===== src/rtl/uart_rx_param.sv =====
// uart_rx_param: parametrised UART receiver with centre sampling.
//
// Detects a start bit on the synchronised serial line, samples each bit at its
// centre using an OVS-cycle tick counter and shifts in DATA_W data bits LSB
// first, followed by an optional parity bit and STOP_BITS stop bits. Completed
// words are presented with a one-cycle store pulse, followed one cycle later by
// a clr_rx_start pulse.
//
// Optional feature: define UART_RX_MAJORITY_EN to take every sample as the
// 2-of-3 majority of three consecutive synchronised values around the centre.
// This delays every sampling decision (and store/clr_rx_start) by one cycle.
//
// Ports:
//   clk          in   clock
//   rst          in   asynchronous active-low reset
//   rx_start     in   receive enable, examined only while idle
//   rxd          in   serial line (idles high, asynchronous to clk)
//   rx_data      out  last received word
//   store        out  one-cycle pulse: rx_data and error flags valid
//   parity_err   out  parity mismatch in the last frame
//   frame_err    out  a stop bit was sampled low in the last frame
//   clr_rx_start out  one-cycle pulse asking for rx_start to be cleared
//   busy         out  high whenever the receiver is not idle
module uart_rx_param #(
    parameter int unsigned DATA_W      = 8,
    parameter int unsigned OVS         = 16,
    parameter int unsigned PARITY_MODE = 0,
    parameter int unsigned STOP_BITS   = 1
) (
    input  logic              clk,
    input  logic              rst,
    input  logic              rx_start,
    input  logic              rxd,
    output logic [DATA_W-1:0] rx_data,
    output logic              store,
    output logic              parity_err,
    output logic              frame_err,
    output logic              clr_rx_start,
    output logic              busy
);

    localparam int unsigned P  = (PARITY_MODE != 0) ? 1 : 0;
    localparam int unsigned N  = 1 + DATA_W + P + STOP_BITS;
    localparam int unsigned TW = $clog2(OVS);
    localparam int unsigned BW = $clog2(N + 1);

`ifdef UART_RX_MAJORITY_EN
    // Decision taken one tick after the centre so all three votes are in.
    localparam logic [TW-1:0] StartHit = TW'(OVS / 2);
`else
    localparam logic [TW-1:0] StartHit = TW'(OVS / 2 - 1);
`endif
    localparam logic [TW-1:0] DataHit   = TW'(OVS - 1);
    localparam logic [BW-1:0] DataLast  = BW'(DATA_W - 1);
    localparam logic [BW-1:0] StopLast  = BW'(STOP_BITS - 1);

    typedef enum logic [2:0] {
        StIdle,
        StStart,
        StData,
        StParity,
        StStop,
        StDone,
        StClear
    } state_t;

    state_t             state;
    logic               sync1;
    logic               rxs;
    logic               rxsPrev;
    logic [TW-1:0]      tickCnt;
    logic [BW-1:0]      bitCnt;
    logic [DATA_W-1:0]  shiftReg;
    logic               parErrInt;
    logic               frameErrInt;
    logic               sampleBit;
    logic               tickHit;
    logic               parExp;

`ifdef UART_RX_MAJORITY_EN
    logic rxsPrev2;

    always_ff @(posedge clk or negedge rst) begin
        if (!rst) begin
            rxsPrev2 <= 1'b1;
        end else begin
            rxsPrev2 <= rxsPrev;
        end
    end

    // rxsPrev2/rxsPrev/rxs hold the line at centre-1, centre and centre+1.
    assign sampleBit = (rxsPrev2 & rxsPrev) | (rxsPrev2 & rxs) | (rxsPrev & rxs);
`else
    assign sampleBit = rxs;
`endif

    always_comb begin
        tickHit = (state == StStart) ? (tickCnt == StartHit) : (tickCnt == DataHit);
        parExp  = (PARITY_MODE == 2) ? ~(^shiftReg) : (^shiftReg);
    end

    assign busy = (state != StIdle);

    always_ff @(posedge clk or negedge rst) begin
        if (!rst) begin
            state        <= StIdle;
            sync1        <= 1'b1;
            rxs          <= 1'b1;
            rxsPrev      <= 1'b1;
            tickCnt      <= '0;
            bitCnt       <= '0;
            shiftReg     <= '0;
            parErrInt    <= 1'b0;
            frameErrInt  <= 1'b0;
            rx_data      <= '0;
            store        <= 1'b0;
            parity_err   <= 1'b0;
            frame_err    <= 1'b0;
            clr_rx_start <= 1'b0;
        end else begin
            sync1        <= rxd;
            rxs          <= sync1;
            rxsPrev      <= rxs;
            store        <= 1'b0;
            clr_rx_start <= 1'b0;

            unique case (state)
                StIdle: begin
                    if (rx_start && rxsPrev && !rxs) begin
                        state       <= StStart;
                        tickCnt     <= '0;
                        parErrInt   <= 1'b0;
                        frameErrInt <= 1'b0;
                    end
                end

                StStart: begin
                    if (tickHit) begin
                        tickCnt <= '0;
                        bitCnt  <= '0;
                        // A high centre sample means the edge was a glitch.
                        state   <= sampleBit ? StIdle : StData;
                    end else begin
                        tickCnt <= tickCnt + 1'b1;
                    end
                end

                StData: begin
                    if (tickHit) begin
                        tickCnt  <= '0;
                        shiftReg <= {sampleBit, shiftReg[DATA_W-1:1]};
                        if (bitCnt == DataLast) begin
                            bitCnt <= '0;
                            state  <= (P != 0) ? StParity : StStop;
                        end else begin
                            bitCnt <= bitCnt + 1'b1;
                        end
                    end else begin
                        tickCnt <= tickCnt + 1'b1;
                    end
                end

                StParity: begin
                    if (tickHit) begin
                        tickCnt   <= '0;
                        bitCnt    <= '0;
                        parErrInt <= (sampleBit != parExp);
                        state     <= StStop;
                    end else begin
                        tickCnt <= tickCnt + 1'b1;
                    end
                end

                StStop: begin
                    if (tickHit) begin
                        tickCnt <= '0;
                        if (!sampleBit) begin
                            frameErrInt <= 1'b1;
                        end
                        if (bitCnt == StopLast) begin
                            // Results are loaded on the way into DONE so they
                            // are valid for the whole cycle store is high.
                            state      <= StDone;
                            rx_data    <= shiftReg;
                            parity_err <= parErrInt;
                            frame_err  <= frameErrInt | ~sampleBit;
                            store      <= 1'b1;
                        end else begin
                            bitCnt <= bitCnt + 1'b1;
                        end
                    end else begin
                        tickCnt <= tickCnt + 1'b1;
                    end
                end

                StDone: begin
                    clr_rx_start <= 1'b1;
                    state        <= StClear;
                end

                StClear: begin
                    state <= StIdle;
                end

                default: begin
                    state <= StIdle;
                end
            endcase
        end
    end

endmodule


===== config.mk =====
export PLATFORM = sky130hd
export DESIGN_NAME = uart_rx_param
export DESIGN_NICKNAME = d
export VERILOG_FILES = /design/src/rtl/uart_rx_param.sv
export SDC_FILE = /design/constraint.sdc
export NUM_CORES = 1
export LEC_CHECK = 0
export CORE_MARGIN = 3
export CORE_UTILIZATION = 40
export CTS_CLUSTER_DIAMETER = 120
export DETAILED_ROUTE_END_ITERATION = 8
export HOLD_SLACK_MARGIN = 0.06
export PLACE_DENSITY_LB_ADDON = 0.12
export SYNTH_ARGS = -nofsm -noshare
export SYNTH_HDL_FRONTEND = slang
export SYNTH_SLANG_ARGS = --single-unit

===== constraint.sdc =====
create_clock -name clk -period 2.4 [get_ports clk]
set_clock_uncertainty 0.1 [all_clocks]
set_input_delay 0.48 -clock clk [delete_from_list [all_inputs] [get_ports clk]]
set_output_delay 0.48 -clock clk [all_outputs]
set_load 0.02 [all_outputs]

==> metrics.md, run 1 <==
| Metric | Value |
|---|---|
| H-tree depth | 2 |
| Worst-path clk slew | around 70 ps |
| Detailed Route WL | between 3 and 4 mm |
| Post-synthesis compound-gate area fraction | about a tenth |
| Buffers & Inverters on Critical Path | 1 |
| Post-layout total power | 0.00185 W |
| Startpoint Class | flip-flop |
| Starting Density | about 43% |
| Vias per cell | between 5 and 6 |
| EDFF count, synth | 0 |
| Worst-Margin Slew | between 700 and 800 ps |
| CP Max Fanout | 10 |
| Unrepaired setup endpoints after global routing | false |
| Standard-cell rows | 23 |
| WP data required | about 1800 ps |
| TritonCTS Buffers | 5 |
| Layout area overhead | 16.7% |
| Standby leakage power | 0.954 nW |
| Total negative slack | 0 ps |
| Hold-fix buffer count after cts | 0 |
| Final hold viol count | 0 |
| #FFs+latches synth | 36 |
| CTS root buffer | clkbuf_8 |
| Max IR drop VDD | 0.389 mV |
| Remaining global-route overflow | 0 |
| Vias in the first global route | about 1200 |
| Cell Chain, Critical Path | or3_1, clkdlybuf4s50_1 |
| Largest family of logic cells by synthesized area | simple AND/OR/NAND/NOR gates |
| CTS tree | yes |
| Die area | between 0.005 and 0.006 mm² |
| Die X | roughly 73 µm |
| WS Path Type | flip-flop to primary output |
| First-pass GRT wire length | 5.71 mm |
| Worst hold path class | input port to async pin |
| Async set-reset flop share out of synthesis | between 90% and 100% |
| Layout cells sized above 1 | a little over a fifth |
| Ant diodes | 0 |
| Final #Nets | between 150 and 200 |
| Worst slew margin | 47.9% |
| Number of DRC markers in iteration 0 | 90 |
| P per Cell Area | between 800 and 900 mW/mm² |
| Core Box Area | 0.00414 mm² |
| Half-perimeter wire length after placement | around 2.4 mm |
| Ys flop type | dfrtp_1 |
| DR vias | approximately 1200 |
| YS warnings | 0 |
| PortBufs | 16 |
| Residual DRC count | 0 |
| Worst R2R Path Depth | 5 |
| Worst Path Arrival | approximately 1800 ps |
| Top Ports | 17 |
| Wirelength per Cell | ~15 µm |
| Maximum root-to-sink buffer count | 2 |
| Synth cell types | 43 |
| CP top delay family | buffers and inverters |
| Post-cts sizing count | 0 |
| Mapped Cells | between 150 and 200 |
| Avg Cell Area, Syn | 11.3 µm² |
| Post-CTS setup buffers | 0 |
| WP depth | 2 |
| # clock sinks | 36 |
| Post-Syn Area | between 0.0015 and 0.002 mm² |
| Worst path max stage delay | roughly 560 ps |
| Post-Synth XOR/XNOR Area | 5.19% |
| Final setup violation count | 0 |
| Worst-skew pair later-pin latency | 290 ps |
| GP Congestion | 0.853 |
| Post-synthesis mux area share | between 10% and 20% |
| Status | finished, final reports clean |
| Die Ht | 72.8 µm |
| Total Routing Usage GR | 14.2% |
| Largest net degree at the start of global routing | 37 |
| Share of the yosys chip area belonging to registers | between 50% and 60% |
| Syn_nets | 165 |
| Router iterations before antenna repair | 4 |
| Crit. End Element | primary output |
| Routed Antenna Nets | 0 |
| Slew Limit Fails | 0 |
| Fmax | 0.430 GHz |
| Max Cap Viol | 0 |
| CP max-delay cell | clkdlybuf4s50_1 |
| Adder-cell share of the synthesized area | under 10% |
| Number of antenna violations at the first check in global routing | 0 |
| Fin crit period | about 2300 ps |
| Period utilization | a little over nine tenths |
| Simple-Gate Fraction of Synth Area | between 10% and 20% |
[flip-flops by register name (all words and copies together), names as in the netlist, 3 cells and up]
signal and count:
bitCnt 4, rx_data 8, shiftReg 8, state 3, tickCnt 4
[area by class of cell]
class / count / area [µm²]
fillers: 382 / 2060
flip-flops and latches: 36 / 905
multi-input cells: 110 / 821
repair buffers: 19 / 178
clock buffers: 6 / 82.6
well taps: 50 / 62.6
inverters: 5 / 18.8
clock inverters: 2 / 13.8
[path summary, 6_finish.rpt]
kind | from | end | slack, ps
worst min register to register | sync1 | rxs | 270
worst max-delay path | state[0] | busy | 70
max in group asynchronous | rst | shiftReg[4] | 1540
worst min-delay path | rst | bitCnt[3] | 160
worst max register to register | tickCnt[1] | state[1] | 450
min in group clk | sync1 | rxs | 270
[cells by family (layout without fill, tap and decap cells)]
logic type	after synthesis	after routing
multiplexers	21	21
XOR/XNOR	9	9
flip-flops	36	36
AND/OR/NAND/NOR	49	49
adder cells (fa/ha/maj)	3	3
buffers and inverters	12	32
AO/OA/AOI/OAI	28	28
[cell usage in the layout (no fill, tap or decap), types with 4 or more instances in the layout]
cell type / count
dfrtp_1: 33
mux2_2: 18
clkdlybuf4s50_1: 15
nand2_1: 12
o21ai_0: 10
nor2_1: 8
nand3_1: 7
xnor2_1: 6
clkbuf_8: 6
inv_1: 5
a21oi_1: 4
[metrics by stage]
step	util, %	cells	hold slack [ps]	cell area, µm²	worst slack [ps]
5_1_grt	50.2	228	220	2080	13.4
4_1_cts	50.2	228	197	2080	63.7
3_5_place_dp	47.9	220	247	1980	385
2_1_floorplan	-	158	84.4	1780	676
3_3_place_gp	47.9	220	249	1980	424
6_report	50.2	228	163	2080	74.9
[power by group]
part	switching (W)	total, W	internal, W	leakage, nW
Combinational	0.000351	0.000615	0.000264	0.423
Sequential	0.0000931	0.000781	0.000687	0.479
Clock	0.000223	0.000457	0.000234	0.0516
Total	0.000667	0.00185	0.00119	0.954
[Yosys cell counts (2+ instances only)]
cell | instances | share of area [%]
xor2_1 | 2 | 0.98
nand2b_1 | 3 | 1.1
xnor2_1 | 6 | 2.9
mux2_2 | 18 | 11
dfrtp_1 | 33 | 46
nand4_1 | 3 | 1.1
mux2i_1 | 3 | 1.7
o21ai_0 | 10 | 2.8
buf_4 | 3 | 1.3
nor3_1 | 2 | 0.56
clkbuf_1 | 3 | 0.63
nor2_1 | 8 | 1.7
or3_1 | 2 | 0.70
inv_1 | 5 | 1.1
dfstp_2 | 3 | 4.4
and3_1 | 2 | 0.70
or3b_2 | 2 | 0.98
nand3_1 | 7 | 2.0
a21oi_1 | 4 | 1.1
ha_1 | 3 | 2.1
nor3b_2 | 2 | 1.4
nand2_1 | 12 | 2.5
nor3b_1 | 2 | 0.84
[per-layer routing]
| metal | global-route usage (%) | wire (µm) |
|---|---|---|
| met1 | 20.0 | 1680 |
| met5 | 0 | 0 |
| met3 | 4.41 | 146 |
| met2 | 20.3 | 1450 |
| met4 | 5.53 | 61 |
Power figures use the tool's default switching activity.
==> inputs of run 2 (changes only) <==
--- a/config.mk
+++ b/config.mk
@@ -11,6 +11,7 @@
 export DETAILED_ROUTE_END_ITERATION = 8
 export HOLD_SLACK_MARGIN = 0.06
 export PLACE_DENSITY_LB_ADDON = 0.12
+export RECOVER_POWER = 100
 export SYNTH_ARGS = -nofsm -noshare
 export SYNTH_HDL_FRONTEND = slang
 export SYNTH_SLANG_ARGS = --single-unit
==> metrics.md, run 2 (synthesis results as in run 1) <==
| Metric | Value |
|---|---|
| Largest net degree at the start of global routing | 37 (unchanged) |
| Detailed Route WL | 3.33 mm (-0.48%) |
| Wirelength per Cell | 14.6 µm (-0.48%) |
| Vias in the first global route | 1195 (unchanged) |
| Ant diodes | 0 (unchanged) |
| Worst slew margin | -24.6% (-72 points) |
| Standard-cell rows | 23 (unchanged) |
| Worst R2R Path Depth | 5 (unchanged) |
| Worst reg2reg setup slack | 290 ps (-160 ps) |
| First-pass GRT wire length | 5.71 mm (unchanged) |
| Failing checks | max-capacitance violations, max-slew violations |
| Residual DRC count | 0 (unchanged) |
| CTS tree | yes |
| Reg-to-reg startpoint | tickCnt[0] |
| Final #Nets | 184 (unchanged) |
| Post-layout total power | 0.00184 W (-0.85%) |
| # clock sinks | 36 (unchanged) |
| Router iterations before antenna repair | 4 (unchanged) |
| Hold Crit Depth | 0 |
| Cell Chain, Critical Path | or3_1, clkdlybuf4s50_1 |
| Hold-fix buffer count after cts | 0 (unchanged) |
| Total negative slack | 0 ps (unchanged) |
| Die area | 0.00529 mm² (unchanged) |
| Number of antenna violations at the first check in global routing | 0 (unchanged) |
| Period utilization | 96.8% (about the same) |
| Worst-Margin Slew | 1870 ps (+1090 ps) |
| Standby leakage power | 0.984 nW (+3.2%) |
| Starting Density | 43.0% (unchanged) |
| Most frequent cells in the layout | dfrtp_1, mux2_2, dlygate4sd3_1, nand2_1, o21ai_0 |
| Commonest non-fill, non-tap cell in the layout | dfrtp_1 |
| WP data required | 1820 ps (about the same) |
| Reg-to-reg endpoint | rx_data[1] |
| Crit. End Element | primary output |
| Fmax | 0.430 GHz (about the same) |
| Status | complete, but fails checks |
| CP max-delay cell | clkdlybuf4s50_1 |
| Vias per cell | 5.36 (-0.25%) |
| Maximum root-to-sink buffer count | 2 (unchanged) |
| Layout area overhead | 16.2% |
| Worst Path Arrival | 1740 ps (about the same) |
| Worst-path clk slew | 70 ps (about the same) |
| Max Cap Viol | 1 (+1) |
| Core Box Area | 0.00414 mm² (unchanged) |
| P per Cell Area | 887 mW/mm² (-0.43%) |
| GP Congestion | 0.853 (unchanged) |
| Regs by FF count | rx_data: 8 flops, shiftReg: 8 flops |
| Routed Antenna Nets | 0 (unchanged) |
| Fin crit period | 2320 ps (-1.05 ps) |
| Max IR drop VDD | 0.387 mV (-0.46%) |
| Top Ports | 17 (unchanged) |
| Post-cts sizing count | 0 (unchanged) |
| Half-perimeter wire length after placement | 2.40 mm (unchanged) |
| Final setup violation count | 0 (unchanged) |
| Die X | 72.8 µm (unchanged) |
| HP Start | sync1 |
| TritonCTS Buffers | 5 (unchanged) |
| Total Routing Usage GR | 14.2% (unchanged) |
| Worst path max stage delay | 560 ps (about the same) |
| Post-CTS setup buffers | 0 (unchanged) |
| Worst-skew pair later-pin latency | 290 ps (about the same) |
| Unrepaired setup endpoints after global routing | false |
| CTS root buffer | clkbuf_8 |
| Number of DRC markers in iteration 0 | 85 (-5.6%) |
| Layout cells sized above 1 | 19.1% (-2.8 points) |
| Die Ht | 72.8 µm (unchanged) |
| Remaining global-route overflow | 0 (unchanged) |
| PortBufs | 16 (unchanged) |
| Final hold viol count | 0 (unchanged) |
| Startpoint Class | flip-flop |
| DR vias | 1221 (-0.25%) |
| WS Path Type | flip-flop to primary output |
| H-tree depth | 2 (unchanged) |
| CP Max Fanout | 10 (unchanged) |
| Slew Limit Fails | 37 (+37) |
| Worst hold path class | flip-flop to flip-flop |
| Hold EP | rxs |
run 2: changes by cell type in the layout (fill, tap and decap cells not counted), sizes merged:
cell / delta
buf: -3
clkbuf: +3
clkdlybuf4s50: -13
dlygate4sd3: +13
run 2: through the flow:
step / hold slack (ps) / instances / util [%] / worst slack [ps] / cell area (µm²)
after floorplan: 84.4 / 158 / - / 676 / 1780
after global placement: 249 / 220 / 47.9 / 424 / 1980
after detailed placement: 247 / 220 / 47.9 / 385 / 1980
after CTS: 197 / 228 / 50.2 / 63.7 / 2080
after global routing: 280 / 228 / 50.0 / 12.8 / 2070
final: 271 / 228 / 50.0 / 75.9 / 2070
run 2: final cells by class:
| cell class | instances | area, µm² |
|---|---|---|
| Inverter | 5 | 18.8 |
| Clock buffer | 6 | 82.6 |
| Timing Repair Buffer | 19 | 169 |
| Sequential cell | 36 | 905 |
| Tap cell | 50 | 62.6 |
| Fill cell | 385 | 2070 |
| Clock inverter | 2 | 13.8 |
| Multi-Input combinational cell | 110 | 821 |
run 2: worst max path at each step:
stage	depth (start not counted)	to	from	slack, ps
2_1_floorplan	5	rx_data[1]	tickCnt[0]	680
3_3_place_gp	2	busy	state[0]	420
3_5_place_dp	2	busy	state[0]	380
4_1_cts	2	busy	state[0]	60
5_1_grt	2	busy	state[0]	10
6_report	2	busy	state[0]	80
run 2: report_power, final:
group / internal (W) / leakage, nW / switching, W
clock network: 0.000234 / 0.0516 / 0.000222
logic: 0.000252 / 0.454 / 0.000350
registers: 0.000687 / 0.479 / 0.0000918
run 2: worst max-delay path: cells and delay by family (launching register included):
family | cells | cell delay (ps)
buffers and inverters | 1 | 560
DFF | 1 | 470
and+or+nand+nor | 1 | 430
run 2: metal layers:
layer  vias to the layer above  share of wire, %  GRT usage (%)
li1                        603                 -              -
met1                       591                51           20.0
met2                        21                43           20.3
met3                         6               4.1           4.41
met4                         0               1.8           5.53
met5                         -                 0              0
